$ cat config.mk
export PLATFORM = sky130hd
export DESIGN_NAME = icache_refill_ctrl
export DESIGN_NICKNAME = d
export VERILOG_FILES = /design/src/rtl/icache_refill_ctrl.sv
export SDC_FILE = /design/constraint.sdc
export NUM_CORES = 1
export LEC_CHECK = 0
export ABC_AREA = 0
export BUFFER_PORTS_ARGS = -buffer_cell sky130_fd_sc_hd__buf_2
export CORE_UTILIZATION = 45
export DETAILED_ROUTE_END_ITERATION = 16
export HOLD_SLACK_MARGIN = 0.06
export PLACE_DENSITY_LB_ADDON = 0.05
export SLEW_MARGIN = 20
export SYNTH_ARGS = -nofsm -noshare
export SYNTH_HDL_FRONTEND = slang
export SYNTH_SLANG_ARGS = --single-unit
$ cat constraint.sdc
create_clock -name i_clk -period 2.5 [get_ports i_clk]
set_clock_uncertainty 0.1 [all_clocks]
set_input_delay 0.125 -clock i_clk [delete_from_list [all_inputs] [get_ports i_clk]]
set_output_delay 0.125 -clock i_clk [all_outputs]
set_load 0.02 [all_outputs]
$ cat src/rtl/icache_refill_ctrl.sv
// ICache line refill sequencer: IF2 miss -> one memory line read -> per-beat data writes -> tag write.
// Optional feature macro ICACHE_REFILL_CRITICAL_FIRST_EN: critical-beat-first request with early stall release.
module icache_refill_ctrl #(
  parameter int ASSOC       = 2,
  parameter int LINE_BEATS  = 4,
  parameter int BEAT_WIDTH  = 64,
  parameter int PADDR_WIDTH = 34,
  localparam int WAY_W      = (ASSOC > 1) ? $clog2(ASSOC) : 1,
  localparam int BEAT_W     = $clog2(LINE_BEATS)
) (
  input  logic                   i_clk,
  input  logic                   i_rst_n,
  input  logic                   i_flush,
  input  logic                   i_miss,
  input  logic [PADDR_WIDTH-1:0] i_miss_paddr,
  output logic                   o_stall,
  output logic                   o_mem_req_valid,
  input  logic                   i_mem_req_ready,
  output logic [PADDR_WIDTH-1:0] o_mem_req_addr,
  input  logic                   i_mem_resp_valid,
  input  logic [BEAT_WIDTH-1:0]  i_mem_resp_data,
  output logic                   o_wr_data_en,
  output logic                   o_wr_tag_en,
  output logic [WAY_W-1:0]       o_wr_way,
  output logic [PADDR_WIDTH-1:0] o_wr_paddr,
  output logic [BEAT_W-1:0]      o_wr_beat,
  output logic [BEAT_WIDTH-1:0]  o_wr_data
);

  localparam int BYTE_W = $clog2(BEAT_WIDTH / 8);
  localparam int OFF_W  = BYTE_W + BEAT_W;

`ifdef ICACHE_REFILL_CRITICAL_FIRST_EN
  localparam bit CRIT_FIRST = 1'b1;
`else
  localparam bit CRIT_FIRST = 1'b0;
`endif

  typedef enum logic [1:0] {
    ST_IDLE   = 2'd0,
    ST_REQ    = 2'd1,
    ST_FILL   = 2'd2,
    ST_COMMIT = 2'd3
  } state_t;

  state_t                 state_reg, state_next;
  logic [PADDR_WIDTH-1:0] line_addr_reg, line_addr_next;
  logic [PADDR_WIDTH-1:0] req_addr_reg, req_addr_next;
  logic [WAY_W-1:0]       victim_reg, victim_next;
  logic [BEAT_W-1:0]      crit_reg, crit_next;
  logic [BEAT_W-1:0]      cnt_reg, cnt_next;
  logic [BEAT_W-1:0]      num_reg, num_next;
  logic                   drop_reg, drop_next;
  logic                   last_reg, last_next;
  logic                   released_reg, released_next;
  logic                   wr_data_en_reg, wr_data_en_next;
  logic                   wr_crit_reg, wr_crit_next;
  logic [BEAT_W-1:0]      wr_beat_reg, wr_beat_next;
  logic [BEAT_WIDTH-1:0]  wr_data_reg, wr_data_next;

  logic [PADDR_WIDTH-1:0] line_addr_in;
  logic [PADDR_WIDTH-1:0] req_addr_in;
  logic [BEAT_W-1:0]      crit_beat_in;
  logic                   miss_take;
  logic                   dropping;
  logic                   beat_final;
  logic                   unused_byte_bits;

  // Byte-within-beat bits are always cleared; beat offset bits survive only in the request of a critical-first build.
  for (genvar gi = 0; gi < PADDR_WIDTH; gi++) begin : g_addr
    if (gi >= OFF_W) begin : g_line
      assign line_addr_in[gi] = i_miss_paddr[gi];
      assign req_addr_in[gi]  = i_miss_paddr[gi];
    end else if (CRIT_FIRST && (gi >= BYTE_W)) begin : g_crit
      assign line_addr_in[gi] = 1'b0;
      assign req_addr_in[gi]  = i_miss_paddr[gi];
    end else begin : g_off
      assign line_addr_in[gi] = 1'b0;
      assign req_addr_in[gi]  = 1'b0;
    end
  end

  assign crit_beat_in     = CRIT_FIRST ? i_miss_paddr[BYTE_W +: BEAT_W] : '0;
  assign unused_byte_bits = ^i_miss_paddr[BYTE_W-1:0];

  assign miss_take  = i_miss & ~i_flush;
  assign dropping   = drop_reg | i_flush;
  assign beat_final = (num_reg == BEAT_W'(LINE_BEATS - 1));

  always_comb begin
    state_next      = state_reg;
    line_addr_next  = line_addr_reg;
    req_addr_next   = req_addr_reg;
    victim_next     = victim_reg;
    crit_next       = crit_reg;
    cnt_next        = cnt_reg;
    num_next        = num_reg;
    drop_next       = drop_reg;
    last_next       = 1'b0;
    released_next   = released_reg;
    wr_data_en_next = 1'b0;
    wr_crit_next    = 1'b0;
    wr_beat_next    = wr_beat_reg;
    wr_data_next    = wr_data_reg;

    unique case (state_reg)
      ST_IDLE: begin
        if (miss_take) begin
          line_addr_next = line_addr_in;
          req_addr_next  = req_addr_in;
          crit_next      = crit_beat_in;
          drop_next      = 1'b0;
          released_next  = 1'b0;
          state_next     = ST_REQ;
        end
      end
      ST_REQ: begin
        // Once the handshake happens the response is committed, so a coincident flush only marks it as dropped.
        if (i_mem_req_ready) begin
          state_next = ST_FILL;
          cnt_next   = crit_reg;
          num_next   = '0;
          drop_next  = i_flush;
        end else if (i_flush) begin
          state_next = ST_IDLE;
        end
      end
      ST_FILL: begin
        if (i_flush) begin
          drop_next = 1'b1;
        end
        if (CRIT_FIRST && wr_data_en_reg && wr_crit_reg) begin
          released_next = 1'b1;
        end
        if (last_reg) begin
          // Final data write is on the array port this cycle; tag follows next cycle.
          if (dropping) begin
            state_next = ST_IDLE;
            drop_next  = 1'b0;
          end else begin
            state_next = ST_COMMIT;
          end
        end else if (i_mem_resp_valid) begin
          wr_data_en_next = ~dropping;
          wr_crit_next    = (num_reg == '0);
          wr_beat_next    = cnt_reg;
          wr_data_next    = i_mem_resp_data;
          cnt_next        = cnt_reg + 1'b1;
          num_next        = num_reg + 1'b1;
          if (beat_final) begin
            if (dropping) begin
              state_next = ST_IDLE;
              drop_next  = 1'b0;
            end else begin
              last_next = 1'b1;
            end
          end
        end
      end
      ST_COMMIT: begin
        state_next  = ST_IDLE;
        victim_next = (victim_reg == WAY_W'(ASSOC - 1)) ? '0 : victim_reg + 1'b1;
      end
      default: begin
        state_next = ST_IDLE;
      end
    endcase
  end

  always_ff @(posedge i_clk or negedge i_rst_n) begin
    if (!i_rst_n) begin
      state_reg      <= ST_IDLE;
      line_addr_reg  <= '0;
      req_addr_reg   <= '0;
      victim_reg     <= '0;
      crit_reg       <= '0;
      cnt_reg        <= '0;
      num_reg        <= '0;
      drop_reg       <= 1'b0;
      last_reg       <= 1'b0;
      released_reg   <= 1'b0;
      wr_data_en_reg <= 1'b0;
      wr_crit_reg    <= 1'b0;
      wr_beat_reg    <= '0;
      wr_data_reg    <= '0;
    end else begin
      state_reg      <= state_next;
      line_addr_reg  <= line_addr_next;
      req_addr_reg   <= req_addr_next;
      victim_reg     <= victim_next;
      crit_reg       <= crit_next;
      cnt_reg        <= cnt_next;
      num_reg        <= num_next;
      drop_reg       <= drop_next;
      last_reg       <= last_next;
      released_reg   <= released_next;
      wr_data_en_reg <= wr_data_en_next;
      wr_crit_reg    <= wr_crit_next;
      wr_beat_reg    <= wr_beat_next;
      wr_data_reg    <= wr_data_next;
    end
  end

  assign o_stall = ((state_reg != ST_IDLE) & ~drop_reg & ~(CRIT_FIRST & released_reg))
                 | ((state_reg == ST_IDLE) & miss_take);
  assign o_mem_req_valid = (state_reg == ST_REQ);
  assign o_mem_req_addr  = (state_reg == ST_REQ) ? req_addr_reg : '0;
  assign o_wr_data_en    = wr_data_en_reg;
  assign o_wr_tag_en     = (state_reg == ST_COMMIT);
  assign o_wr_way        = victim_reg;
  assign o_wr_paddr      = line_addr_reg;
  assign o_wr_beat       = wr_beat_reg;
  assign o_wr_data       = wr_data_reg;

endmodule
==> impl_metrics.tcl, run 1 <==
set metrics [dict create \
    vias 3587 \
    pwr-share-seq 0.357 \
    cts_root_buf "clkbuf_8" \
    ys_seq_area_frac 0.594 \
    power_mw 8.14 \
    timing.fmax_ghz 0.472 \
    die_w_um 101 \
    clock-sinks 105 \
    hold_viol_final 0 \
    antenna_cells 0 \
    place_inst 653 \
    post_cts_buffers 0 \
    crit_required_ns 2.28 \
    yosys.area_share.adder 0.0170 \
    clock_latency_ns 0.36 \
    io_buffer_count 227 \
    worst_ir_drop_vdd_uv 579 \
    clkTransAtPathRegs_ns 0.10 \
    ys_ff_latch 105 \
    power_frac_comb 0.519 \
    cts.repair.resized 0 \
    arrival_ns 1.89 \
    drive_above_1_share 0.543 \
    synth-compound-area-share 0.0291 \
    setup-tns-final_ns 0 \
    drt_iter0_markers 79 \
    cp-start-kind "flop" \
    instances_no_fill 764 \
    p_clk_frac 0.124 \
    cts_tree "done" \
    final_common_cell "buf_2" \
    syn_avg_cell_area_um2 14.5 \
    drc 0 \
    muxShareOfSynthArea 0.247 \
    cts_made_buffers 9 \
    synthToLayoutAreaGrowth_pct 53.9 \
    grtUsageTotal 0.227 \
    hpwl_um 7120 \
    crit_fanout 30 \
    cp-end-kind "primary output" \
    ctsHtreeMaxLevel 3 \
    synth_top_family_by_area "multiplexers" \
    fin_ws_ns 0.381 \
    ant_nets 0 \
    final_cell_mix "buf_2, dfrtp_1, mux2_2, dlygate4sd3_1, and2_1" \
    place_area_um2 5670 \
    nFillCells 681 \
    finalSetupViolations 0 \
    yosys_warnings 0 \
    clk_path_buf_depth 2 \
    final_area_um2 6810 \
    rsz0062_at_grt "false" \
    routed_wirelength_um 11300 \
    grt_pass1_vias 3672 \
    drv_cap 0 \
    synth-simple-area-share 0.0713 \
    nets 740 \
    ys_types 35 \
    fin_util 0.727 \
    synthesis.area_um2 4420 \
    status "finished clean" \
    die_h_um 101 \
    largest_register_ffs 64 \
    cts_hold_buffers 95 \
    syn-instance-count 306 \
    place_congestion 0.740 \
    fin_hold_ws_ns 0.116 \
    dieArea_um2 10200 \
    drt-wirelength-per-cell_um 14.8 \
    power.switching_mw 3.50 \
    fin_crit_ns 2.12 \
    tightest_slew_ns 0.627 \
    viasPerCell 4.70 \
    crit_chain "inv_1 -> ha_1 -> nand3_1 -> buf_4 -> o21ai_0 -> buf_2" \
    start_util 0.472 \
    grt_max_degree 69 \
    grt_overflow 0 \
    p_sw_frac 0.429 \
    worst-setup-path-type "flop to primary output" \
    io_pins 243 \
    min_path_type "input pin to flop" \
    post-place-ws_ns 0.409 \
    power_density_nw_per_um2 1200 \
    synthXorXnorAreaFrac 0.00198 \
    p_int_mw 4.65 \
    max_stage_delay_ns 0.40 \
    firstDrtPassIters 4 \
    p_leak_nw 3.49 \
    grt_pass1_wl_um 17800 \
    slowest_stage "dfrtp_1" \
    coreArea_um2 9370 \
    num_rows 35 \
    finalCritPeriodShare 0.848 \
    antenna_found_initial 0 \
    maxSlewHeadroom 0.582 \
    final_max_slew_viol_count 0 \
]
## final timing paths
check	startpoint	end	slack (ns)	depth (start not counted)
max reg2reg	state_reg[0]	state_reg[1]	0.42	5
min	i_mem_req_ready	state_reg[1]	0.12	4
min reg2reg	o_wr_way	o_wr_way	0.37	1
min in group asynchronous	i_rst_n	o_wr_paddr[31]	0.22	2
max	state_reg[0]	o_stall	0.38	6
max in group asynchronous	i_rst_n	o_wr_paddr[9]	1.41	3
## logic make-up (layout without fill, tap and decap cells)
kind of cell	Yosys count	after routing
AO/OA/AOI/OAI	18	18
XOR/XNOR	1	1
adder cells (fa/ha/maj)	6	6
buffers and inverters	29	349
flip-flops	105	105
multiplexers	97	97
other	1	10
AND/OR/NAND/NOR	49	49
## cell usage after synthesis (all sizes together)
master   instances  area, um^2
dfrtp          105        2630
nand2b           3        18.8
and2            29         181
nand4bb          1        11.3
conb             1        3.75
a2111oi          1        8.76
nand4            1        6.26
nand2            3        11.3
clkbuf           3        11.3
a32oi            1        8.76
o211ai           2        15.0
o21ai            6        30.0
or3              1        6.26
a22o             1        8.76
inv              6        22.5
mux2i            1        10.0
a2bb2oi          1        8.76
buf             20         140
nor2b            2        12.5
and2b            2        15.0
o311ai           2        17.5
a222oi           1        10.0
nor3             1        5.00
ha               6        75.1
a211oi           1        7.51
mux2            96        1080
o2bb2ai          1        8.76
and3b            2        17.5
nand3            3        15.0
nor4b            1        15.0
a21oi            1        5.00
xor2             1        8.76
## worst max-delay path: cells and delay by family, from the launching register on
kind                       cells  cell delay [ns]
buffers and inverters          3             0.64
and+or+nand+nor                1             0.10
AOI/OAI and AO/OA              1             0.13
adders and majority gates      1             0.26
DFF                            1             0.40
## power by group through the flow
stage	registers, mW	clock network, mW	logic [mW]
after floorplan	3.86	0	1.74
after global placement	2.88	0	4.06
after detailed placement	2.92	0	4.11
after CTS	2.89	1.03	4.23
after global routing	3.02	1.11	4.53
final	2.90	1.01	4.23
## final cells by class
class                   instances  area (um^2)  share of cell area
clock buffers                  10          138              0.0202
multi-input cells             181         1660               0.244
clock inverters                 6         50.0             0.00735
well taps                     129          161              0.0237
repair buffers                327         2150               0.316
flip-flops and latches        105         2630               0.386
inverters                       6         22.5             0.00331
## routing by layer
layer / wire length [um] / up-vias / share of wire / track usage
met5: 0 / - / 0 / 0
met4: 267 / 0 / 0.024 / 0.0892
met3: 700 / 22 / 0.062 / 0.0607
met2: 5930 / 144 / 0.52 / 0.401
met1: 4410 / 1730 / 0.39 / 0.263
li1: - / 1691 / - / -
(Power assumes the default switching activity.)
==> inputs of run 2 (changes only) <==
--- a/config.mk
+++ b/config.mk
@@ -5,7 +5,7 @@
 export SDC_FILE = /design/constraint.sdc
 export NUM_CORES = 1
 export LEC_CHECK = 0
-export ABC_AREA = 0
+export ABC_AREA = 1
 export BUFFER_PORTS_ARGS = -buffer_cell sky130_fd_sc_hd__buf_2
 export CORE_UTILIZATION = 45
 export DETAILED_ROUTE_END_ITERATION = 16
==> constraint.sdc (replaced) <==
create_clock -name i_clk -period 2.1 [get_ports i_clk]
set_clock_uncertainty 0.1 [all_clocks]
set_input_delay 0.105 -clock i_clk [delete_from_list [all_inputs] [get_ports i_clk]]
set_output_delay 0.105 -clock i_clk [all_outputs]
set_load 0.02 [all_outputs]
==> impl_metrics.tcl, run 2 <==
set metrics [dict create \
    coreArea_um2 9770 \
    crit_required_ns 2.31 \
    syn-instance-count 561 \
    synth.largest_area_cell "dfrtp_1" \
    die_w_um 103 \
    antenna_found_initial 0 \
    synth_area_leaders "dfrtp_1, nand2_1, inv_1, o21ai_0, buf_4" \
    hold_viol_final 0 \
    cp-start-kind "flop" \
    clock_latency_ns 0.36 \
    instances_no_fill 1019 \
    cts_tree "done" \
    yosys-top-cells-count "nand2_1, dfrtp_1, inv_1" \
    synth-async-reset-ratio 1.00 \
    final_area_um2 6980 \
    vias 4542 \
    power_density_nw_per_um2 1340 \
    final_max_slew_viol_count 0 \
    drive_above_1_share 0.290 \
    hpwl_um 7670 \
    min_path_type "input pin to asynchronous set/reset pin" \
    finalSetupViolations 0 \
    grtUsageTotal 0.234 \
    synth_top_area_frac 0.577 \
    synth_edf_count 0 \
    finalCritPeriodShare 0.925 \
    yosys_warnings 0 \
    drc 0 \
    ys_types 20 \
    status "finished clean" \
    synth_ff_type "dfrtp_1" \
    dieArea_um2 10500 \
    fin_crit_ns 1.94 \
    timing.fmax_ghz 0.515 \
    ys_ff_latch 105 \
    drt-wirelength-per-cell_um 12.2 \
    routed_wirelength_um 12500 \
    die_h_um 103 \
    drt_iter0_markers 151 \
    p_leak_nw 4.26 \
    nFillCells 770 \
    crit_fanout 24 \
    post-place-ws_ns 0.422 \
    ctsHtreeMaxLevel 3 \
    clk_path_buf_depth 2 \
    synth.most_common_cell "nand2_1" \
    syn_avg_cell_area_um2 8.12 \
    ant_nets 0 \
    final_common_cell "nand2_1" \
    place_inst 905 \
    synthToLayoutAreaGrowth_pct 53.2 \
    io_buffer_count 227 \
    arrival_ns 2.15 \
    viasPerCell 4.46 \
    place_area_um2 5790 \
    final_cell_mix "nand2_1, buf_2, dfrtp_1, dlygate4sd3_1, inv_1" \
    num_rows 36 \
    synthesis.area_um2 4560 \
    cts_made_buffers 9 \
    cts_root_buf "clkbuf_8" \
    grt_pass1_vias 4093 \
    rsz0062_at_grt "false" \
    place_congestion 0.781 \
    grt_pass1_wl_um 18800 \
    cp-end-kind "flop" \
    grt_max_degree 70 \
    clkTransAtPathRegs_ns 0.10 \
    fin_ws_ns 0.157 \
    clock-sinks 105 \
    firstDrtPassIters 4 \
    drv_cap 0 \
    start_util 0.466 \
    grt_overflow 0 \
    nets 990 \
    worst-setup-path-type "flop to flop" \
    setup-tns-final_ns 0 \
    io_pins 243 \
    fin_hold_ws_ns 0.0802 \
    worst_ir_drop_vdd_uv 681 \
    ys_seq_area_frac 0.577 \
    largest_register_ffs 64 \
]
==> run 2: cell families after synthesis <==
family	Yosys count	synth area share
and+or+nand+nor	299	0.250
buffers and inverters	108	0.108
DFF	105	0.577
AOI/OAI and AO/OA	40	0.0445
adders and majority gates	6	0.0165
xor gates and xnor gates	2	0.00384
other	1	0.000823
==> run 2: routing by layer <==
metal  up-vias  global-route usage  share of wire
li1       2265                   -              -
met1      2077               0.278           0.41
met2       174               0.414           0.50
met3        26              0.0454          0.064
met4         0               0.101          0.022
met5         -                   0              0
==> run 2: power by group <==
group	internal (mW)	total (mW)	switching, mW
clock network	0.581	1.25	0.674
registers	2.90	3.45	0.548
logic	1.59	4.65	3.06
total	5.07	9.35	4.28
==> run 2: cell type report <==
cell class	count	area [um^2]	share of cell area
diodes	1	2.50	0.000358
flip-flops and latches	105	2630	0.376
clock inverters	5	55.1	0.00789
inverters	74	278	0.0398
multi-input cells	357	1490	0.214
repair buffers	333	2220	0.318
clock buffers	11	141	0.0203
well taps	133	166	0.0238
==> run 2: repair_timing <==
action	4_1_cts	5_1_grt
setup buffers	0	0
setup endpoints to repair	0	1
resized for setup	0	4
hold buffers	97	0
endpoints found under the hold margin	202	0
==> run 2: path summary, 6_finish.rpt <==
check	from	to	slack (ns)	depth (start not counted)
setup reg to reg	state_reg[1]	drop_reg	0.16	8
min in group i_clk	i_miss	drop_reg	0.09	5
hold reg to reg	o_wr_data[0]	o_wr_data[0]	0.37	2
setup / recovery	state_reg[1]	drop_reg	0.16	8
max in group asynchronous	i_rst_n	o_wr_data[21]	1.22	3
hold / removal	i_rst_n	o_wr_paddr[6]	0.08	2
==> run 2: per-stage QoR <==
stage | power, mW | util
floorplan | 6.30 | -
global placement | 7.80 | 0.593
detailed placement | 7.91 | 0.593
CTS | 9.34 | 0.712
global route | 10.0 | 0.714
finish | 9.35 | 0.714
==> run 2: worst max-delay path: stages (launching register included) <==
cell and delay [ns]:
dfrtp_1 0.45, inv_1 0.12, ha_1 0.21, buf_6 0.22
nand2_1 0.07, nand2_1 0.06, dlygate4sd3_1 0.54, nand3_1 0.06
nand2_1 0.05
